===== src/rtl/bitserial_logic16_if.sv =====
// Parallel request/response bundle for the bit-serial logic unit.
// The master drives the operands and start; the slave returns status and the result.
interface bitserial_logic16_if #(
  parameter int WIDTH = 16
) ();
  logic             start;
  logic [1:0]       op;
  logic [WIDTH-1:0] a;
  logic [WIDTH-1:0] b;
  logic             busy;
  logic             done;
  logic [WIDTH-1:0] out;

  modport master (output start, op, a, b, input busy, done, out);
  modport slave  (input start, op, a, b, output busy, done, out);
endinterface


===== src/rtl/bitserial_logic16.sv =====
// Bit-serial NOT/AND/OR/XOR unit: operands are shifted out LSB first through a
// single 1-bit function, and the result is reassembled into a parallel word.
module bitserial_logic16 #(
  parameter int WIDTH = 16
) (
  input  logic               clock,
  input  logic               reset,
  bitserial_logic16_if.slave bus
);
  typedef enum logic [1:0] {IDLE, RUN, DONE} state_t;

  state_t           state, state_nxt;
  logic [WIDTH-1:0] sa, sb, acc, res;
  logic [1:0]       opr;
  logic [3:0]       cnt;
  logic             r, last, accept;

  function automatic logic bit_op(input logic [1:0] o, input logic x, input logic y);
    case (o)
      2'b00:   bit_op = ~x;
      2'b01:   bit_op = x & y;
      2'b10:   bit_op = x | y;
      default: bit_op = x ^ y;
    endcase
  endfunction

  assign r      = bit_op(opr, sa[0], sb[0]);
  assign last   = (cnt == 4'(WIDTH-1));
  assign accept = ((state == IDLE) || (state == DONE)) && bus.start;

  always_comb begin
    state_nxt = state;
    case (state)
      IDLE:    if (bus.start) state_nxt = RUN;
      RUN:     if (last) state_nxt = DONE;
      DONE:    state_nxt = bus.start ? RUN : IDLE;
      default: state_nxt = IDLE;
    endcase
  end

  always_ff @(posedge clock) begin
    if (reset) state <= IDLE;
    else       state <= state_nxt;
  end

  // Result bits enter at the MSB so bit i lands at position i after WIDTH shifts.
  always_ff @(posedge clock) begin
    if (reset) begin
      sa  <= '0;
      sb  <= '0;
      acc <= '0;
      opr <= 2'b00;
      cnt <= 4'd0;
      res <= '0;
    end else if (accept) begin
      sa  <= bus.a;
      sb  <= bus.b;
      opr <= bus.op;
      acc <= '0;
      cnt <= 4'd0;
    end else if (state == RUN) begin
      acc <= {r, acc[WIDTH-1:1]};
      sa  <= sa >> 1;
      sb  <= sb >> 1;
      cnt <= cnt + 4'd1;
      if (last) res <= {r, acc[WIDTH-1:1]};
    end
  end

  assign bus.busy = (state == RUN);
  assign bus.done = (state == DONE);
  assign bus.out  = res;
endmodule


===== src/flat_wrapper.sv =====
// flat-port wrapper written by rule: the top's interface ports become plain ports
module bitserial_logic16_flat 
#(
  parameter int WIDTH = 16
)
  (clock, reset, bus_start, bus_op, bus_a, bus_b, bus_busy, bus_done, bus_out);
  bitserial_logic16_if #(.WIDTH(WIDTH)) bus_i ();
  input  logic clock;
  input  logic reset;
  input wire logic [$bits(bus_i.start)-1:0] bus_start;
  input wire logic [$bits(bus_i.op)-1:0] bus_op;
  input wire logic [$bits(bus_i.a)-1:0] bus_a;
  input wire logic [$bits(bus_i.b)-1:0] bus_b;
  output wire logic [$bits(bus_i.busy)-1:0] bus_busy;
  output wire logic [$bits(bus_i.done)-1:0] bus_done;
  output wire logic [$bits(bus_i.out)-1:0] bus_out;
  assign bus_i.start = bus_start;
  assign bus_i.op = bus_op;
  assign bus_i.a = bus_a;
  assign bus_i.b = bus_b;
  assign bus_busy = bus_i.busy;
  assign bus_done = bus_i.done;
  assign bus_out = bus_i.out;
  bitserial_logic16 #(.WIDTH(WIDTH)) u_core (.clock(clock), .reset(reset), .bus(bus_i));
endmodule

===== config.mk =====
export PLATFORM = sky130hd
export DESIGN_NAME = bitserial_logic16_flat
export DESIGN_NICKNAME = d
export VERILOG_FILES = /design/src/rtl/bitserial_logic16_if.sv /design/src/rtl/bitserial_logic16.sv /design/src/flat_wrapper.sv
export SDC_FILE = /design/constraint.sdc
export NUM_CORES = 1
export LEC_CHECK = 0
export ABC_CLOCK_PERIOD_IN_PS = 1400
export BUFFER_PORTS_ARGS = -buffer_cell sky130_fd_sc_hd__buf_2
export CAP_MARGIN = 20
export CORE_MARGIN = 5
export CORE_UTILIZATION = 57
export CTS_BUF_LIST = sky130_fd_sc_hd__clkbuf_4
export DETAILED_ROUTE_END_ITERATION = 12
export PLACE_DENSITY = 0.93
export SYNTH_ARGS = -nofsm -noshare
export SYNTH_HDL_FRONTEND = slang
export SYNTH_SLANG_ARGS = --single-unit

===== constraint.sdc =====
create_clock -name clock -period 1.4 [get_ports clock]
set_input_delay 0.14 -clock clock [delete_from_list [all_inputs] [get_ports clock]]
set_output_delay 0.14 -clock clock [all_outputs]
set_load 0.01 [all_outputs]

==> results.toml, run 1 <==
[die]
die_x_um = 83.7
die-area_mm2 = 0.00701
initial_core_util_pct = 59.5
die_h_um = 83.7
ios = 55
row_count = 26
fp.coreArea_mm2 = 0.00520

[synth]
seq_area_frac_synth_pct = 45.9
synth_area_per_cell_um2 = 9.01
syn_nets = 384
async_reset_ff_share_pct = 0
netlist_area_mm2 = 0.00310
synth_cells = 344
synth_common_cells = "71 x dfxtp_1, 61 x nand2_1, 39 x a21oi_1, 24 x nor3_2, 22 x nand3_1"
synth.distinct_cells = 36
yosysMostFrequentCell = "dfxtp_1"
synthFlopType = "dfxtp_1"
yosysWarnings = 0
synth_edf_count = 0
synth.top_cell.area_share_pct = 45.9
ys_ff_latch = 71
yosys.area.top_type = "dfxtp_1"
synth_area_leaders = "dfxtp_1 46%, nor3_2 7.8%, nand2_1 7.4%"

[power_and_ir_drop]
power_density_mw_per_mm2 = 1110
leakagePower_nw = 1.38
peakVddDrop_uv = 806
p_total_mw = 4.06

[place]
globalplace.congestion = 0.808
port_buffers = 54
hpwl_um = 4710
dp.cells = 456

[routing]
wire_per_inst_um = 15.6
drt_wl_total_um = 7470
vias = 2806
dr.pass1.iters = 6
routed-wl-met3_um = 492
routed.top_layer = "met4"
wl_met2_um = 3650
wl_met1_um = 3110
postRouteAntennaNets = 0
route.detailed.drc = 0
via_per_inst = 5.87
dr.first_iter.drc_count = 306

[clock_network]
root_buffer = "clkbuf_4"
clk_latency_ns = 0.41
clockBufferDepth = 2
cts_tree = "built"
htreeDepth = 3
clkTransAtPathRegs_ns = 0.12
cts.sinks = 71
cts-buffers-inserted = 9

[hold_path]
hold_path_class = "in -> reg"

[grt]
grt_first_pass_wirelength_um = 12400
grt_max_degree = 35
overflow = 0
grt_pass1_vias = 2699
grtUsageTotal_pct = 21.7
antenna_found_initial = 0

[sta]
tightest_slew_ns = 0.385
slew_viol_final = 0
period_needed_ns = 1.35
setup_violations = 0
fin_crit_sh_pct = 96.6
hold_viol_final = 0
clock_skew_ns = 0.0147
hold_ws_ns = 0.0211
grt_setup_unrepaired = "yes"
relSlewSlack_pct = 74.1
max_freq_mhz = 739

[cells_and_area]
final_cells = 478
syn_to_final_growth_pct = 17.8
nets = 443
drive_gt1_share_pct = 34.3
finalCoreUtilization_pct = 70.1
diodes = 0

[worst_setup_path]
startpoint_type = "flop"
worst-path-max-fanout = 34
end_kind = "flop"
ff2ff_setup_slack_ns = 0.05
required_ns = 1.72
arrival_ns = 1.68
path_class = "reg -> reg"

[outcome]
outcome = "completed"

[job]
maxCapViolations = 0
[power by group]
part	leakage (nW)	switching (mW)	total, mW	internal, mW
clock network	0.0708	0.732	1.26	0.530
logic	0.727	0.335	0.607	0.271
registers	0.582	0.0690	2.19	2.12
[logic make-up (layout without fill, tap and decap cells)]
logic type / after synthesis / count (layout) / share of synthesized area, %
and+or+nand+nor: 140 / 140 / 24.2
AOI/OAI and AO/OA: 91 / 91 / 19.7
muxes: 1 / 1 / 0.323
buffers and inverters: 36 / 100 / 8.11
adders and majority gates: 3 / 3 / 1.21
xor gates and xnor gates: 2 / 2 / 0.565
DFF: 71 / 71 / 45.9
[worst max-delay path: stages (launching register included)]
cell	delay (ns)
dfxtp_2	0.36
nand2b_4	0.16
buf_4	0.15
buf_12	0.18
nand2_1	0.10
a311oi_2	0.30
[per-layer routing]
metal	vias up	global-route usage, %
met5	-	0
met4	0	9.06
met3	26	6.22
met2	124	35.9
met1	1326	26.3
li1	1330	-
[path summary, 6_finish.rpt]
check                            startpoint                              to  depth (start not counted)
max            u_core.state[1]$_SDFFE_PP0P_       u_core.sb[9]$_SDFFE_PP0P_                          5
min                                bus_a[3]       u_core.sa[3]$_SDFFE_PP0P_                          3
max reg2reg    u_core.state[1]$_SDFFE_PP0P_       u_core.sb[9]$_SDFFE_PP0P_                          5
min reg2reg  u_core.bus.out[4]$_SDFFE_PP0P_  u_core.bus.out[4]$_SDFFE_PP0P_                          2
[registers in the layout, summed over array words and instances (netlist names)]
signal,count
u_core.bus.out,16
u_core.opr,2
u_core.state,2
u_core.cnt,4
u_core.acc,15
u_core.sb,16
u_core.sa,16
[cells in the final DEF (no fill, tap or decap), drive strengths merged]
cell type,Yosys,final
or2,2,2
nor2,13,13
buf,26,76
dlygate4sd3,0,4
nand2b,4,4
o22ai,16,16
nor3,32,32
dfxtp,71,71
nand3b,1,1
and2,1,1
a31oi,1,1
nand2,61,61
and3b,1,1
a21o,1,1
clkbuf,6,9
clkinvlp,0,1
or3,1,1
nand3,22,22
mux2i,1,1
inv,4,4
o21ai,16,16
nor2b,2,2
ha,3,3
clkinv,0,5
a311oi,12,12
a21oi,39,39
a31o,1,1
a22oi,3,3
bufinv,0,1
xnor2,2,2
a211o,2,2
[repair_timing]
action	4_1_cts	5_1_grt
hold endpoints to repair	3	0
hold buffers	4	0
buffers inserted	2	0
pin swaps	0	0
endpoints found under the setup margin	1	12
gates resized for setup	4	11
[cell type report]
cell class	count	area (µm²)
fillers	365	1560
multi-input cells	237	1440
flip-flops and latches	71	1430
repair buffers	80	539
well taps	70	87.6
clock buffers	9	67.6
clock inverters	7	63.8
inverters	4	20.0
[through the flow]
stage                     setup slack [ns]  TNS [ns]  area [µm²]
after floorplan                      0.150         0        3100
after global placement              0.0991         0        3430
after detailed placement            0.0456         0        3430
after CTS                           0.0114         0        3630
after global routing               -0.0138   -0.0205        3650
final                               0.0474         0        3650
No activity file was read; power rests on OpenSTA's default activity.
==> run 2, diff against run 1 <==
--- a/config.mk
+++ b/config.mk
@@ -5,14 +5,15 @@
 export SDC_FILE = /design/constraint.sdc
 export NUM_CORES = 1
 export LEC_CHECK = 0
-export ABC_CLOCK_PERIOD_IN_PS = 1400
+export ABC_CLOCK_PERIOD_IN_PS = 1100
 export BUFFER_PORTS_ARGS = -buffer_cell sky130_fd_sc_hd__buf_2
 export CAP_MARGIN = 20
 export CORE_MARGIN = 5
-export CORE_UTILIZATION = 57
+export CORE_UTILIZATION = 52
 export CTS_BUF_LIST = sky130_fd_sc_hd__clkbuf_4
 export DETAILED_ROUTE_END_ITERATION = 12
-export PLACE_DENSITY = 0.93
+export PLACE_DENSITY = 0.9
+export REMOVE_ABC_BUFFERS = 1
 export SYNTH_ARGS = -nofsm -noshare
 export SYNTH_HDL_FRONTEND = slang
 export SYNTH_SLANG_ARGS = --single-unit
==> constraint.sdc (replaced) <==
create_clock -name clock -period 1.1 [get_ports clock]
set_input_delay 0.11 -clock clock [delete_from_list [all_inputs] [get_ports clock]]
set_output_delay 0.11 -clock clock [all_outputs]
set_load 0.01 [all_outputs]
==> results.toml, run 2 (synthesis results as in run 1) <==
[clock_network]
clkTransAtPathRegs_ns = 0.12
htreeDepth = 3
root_buffer = "clkbuf_4"
cts.sinks = 71
cts_tree = "built"
clk_latency_ns = 0.44
clockBufferDepth = 2
cts-buffers-inserted = 9

[cells_and_area]
syn_to_final_growth_pct = 64.4
diodes = 0
final_area_mm2 = 0.00510
fill_cells = 254
layout_commonest_cell = "dfxtp_1"
final_cells = 542
layout_common_cells = "61 x dfxtp_1, 52 x nand2_1, 52 x buf_2"
finalCoreUtilization_pct = 87.1
nets = 504
drive_gt1_share_pct = 60.2

[grt]
grt_util_met3_pct = 7.19
antenna_found_initial = 0
met1_usage_pct = 29.2
busiest_layer = "met2"
grt_max_degree = 35
grtUsageTotal_pct = 25.7
grt_pass1_vias = 3111
grt_first_pass_wirelength_um = 15100
overflow = 0
grtUsageMet2_pct = 46.6

[power_and_ir_drop]
p_sw_mw = 1.81
power_density_mw_per_mm2 = 1130
clkPwrFrac_pct = 24.3
p_seq_share_pct = 49.5
p_int_mw = 3.94
leakagePower_nw = 1.94
sw_frac_of_total_pct = 31.4
p_total_mw = 5.74
peakVddDrop_uv = 1340
combPwrFrac_pct = 26.2

[worst_setup_path]
arrival_ns = 1.73
critical_path.max_stage_delay_ns = 0.35
startpoint_type = "flop"
path_class = "reg -> reg"
crit_chain = "inv_1 -> ha_4 -> or2_1 -> a211o_1 -> a31oi_2"
worst-path-max-fanout = 2
r2r_cells = 5
end_kind = "flop"
slowest_stage = "dfxtp_2"
required_ns = 1.46

[place]
place_area_mm2 = 0.00355
port_buffers = 54
hpwl_um = 4820
globalplace.congestion = 0.782
dp.cells = 474

[die]
die_x_um = 87.2
ios = 55
initial_core_util_pct = 53.0
die_h_um = 87.2
row_count = 28
fp.coreArea_mm2 = 0.00585
die-area_mm2 = 0.00760

[sta]
fin_crit_sh_pct = 125
slew_viol_final = 0
period_needed_ns = 1.37
relSlewSlack_pct = 81.0
hold_ws_ns = -0.0257
tightest_slew_ns = 0.283
hold_viol_final = 2
clock_skew_ns = 0.0165
setup_ws_ns = -0.274
max_freq_mhz = 728
setup_violations = 73
grt_setup_unrepaired = "yes"

[hold_path]
hold_path_class = "in -> reg"
holdPathStages = 3

[routing]
vias = 3425
via_per_inst = 6.32
postRouteAntennaNets = 0
dr.first_iter.drc_count = 257
drt_wl_total_um = 12800
dr.pass1.iters = 5
wire_per_inst_um = 23.7
route.detailed.drc = 0

[outcome]
outcome = "finished, violations left"
failed_checks = "hold timing, setup timing"

[job]
maxCapViolations = 0
run 2: cell count changes in the layout (fill, tap and decap cells not counted), moves of 11 or more:
| cell | change |
|---|---|
| o21ai_2 | +11 |
| buf_6 | +13 |
| nand3_1 | -13 |
| a21oi_2 | +28 |
| o21ai_0 | -14 |
| nand3_2 | +12 |
| o22ai_1 | -15 |
| a21oi_1 | -29 |
| dlygate4sd3_1 | +21 |
run 2: metal layers:
| layer | vias to the layer above | part of all wire [%] |
|---|---|---|
| met5 | - | 0 |
| met4 | 0 | 6.1 |
| met1 | 1633 | 34 |
| met2 | 256 | 52 |
| li1 | 1458 | - |
| met3 | 78 | 8.3 |
run 2: final cells by class:
class | count | area (µm²) | share of cell area, %
multi-input cells | 237 | 2110 | 41.4
flip-flops and latches | 71 | 1440 | 28.2
repair buffers | 141 | 1340 | 26.3
well taps | 75 | 93.8 | 1.84
clock buffers | 11 | 82.6 | 1.62
inverters | 4 | 17.5 | 0.344
clock inverters | 3 | 12.5 | 0.246
run 2: repair_timing:
action,in CTS,in global routing
setup endpoints to repair,73,72
pin swaps,14,40
endpoints found under the hold margin,23,2
gates cloned,4,7
buffers inserted,7,14
resized for setup,105,103
hold buffers,23,2
run 2: power groups by stage:
| stage | combinational [mW] | sequential [mW] | clock [mW] |
|---|---|---|---|
| after floorplan | 0.440 | 2.81 | 0 |
| after global placement | 0.739 | 2.82 | 0 |
| after detailed placement | 0.769 | 2.83 | 0 |
| after CTS | 1.03 | 2.80 | 1.32 |
| after global routing | 1.57 | 2.85 | 1.49 |
| final | 1.50 | 2.84 | 1.40 |
run 2: critical path: cells and delay by family, from the launching register on:
kind            cells  cell delay, ns
buf+inv             1            0.08
flops               1            0.35
compound gates      2            0.44
fa+ha+maj           1            0.16
simple gates        1            0.25
run 2: final timing paths:
check	startpoint	endpoint	slack [ns]
max reg2reg	u_core.sa[0]$_SDFFE_PP0P_	u_core.acc[15]$_SDFFE_PP0P_	-0.27
max	u_core.sa[0]$_SDFFE_PP0P_	u_core.acc[15]$_SDFFE_PP0P_	-0.27
min	bus_b[1]	u_core.sb[1]$_SDFFE_PP0P_	-0.03
min reg2reg	u_core.bus.out[2]$_SDFFE_PP0P_	u_core.bus.out[2]$_SDFFE_PP0P_	0.47
run 2: through the flow:
step	TNS, ns	setup WS [ns]
floorplan	-64.28	-1.26
global placement	-4.16	-0.113
detailed placement	-7.71	-0.174
CTS	-6.59	-0.202
global route	-14.70	-0.298
finish	-11.97	-0.274
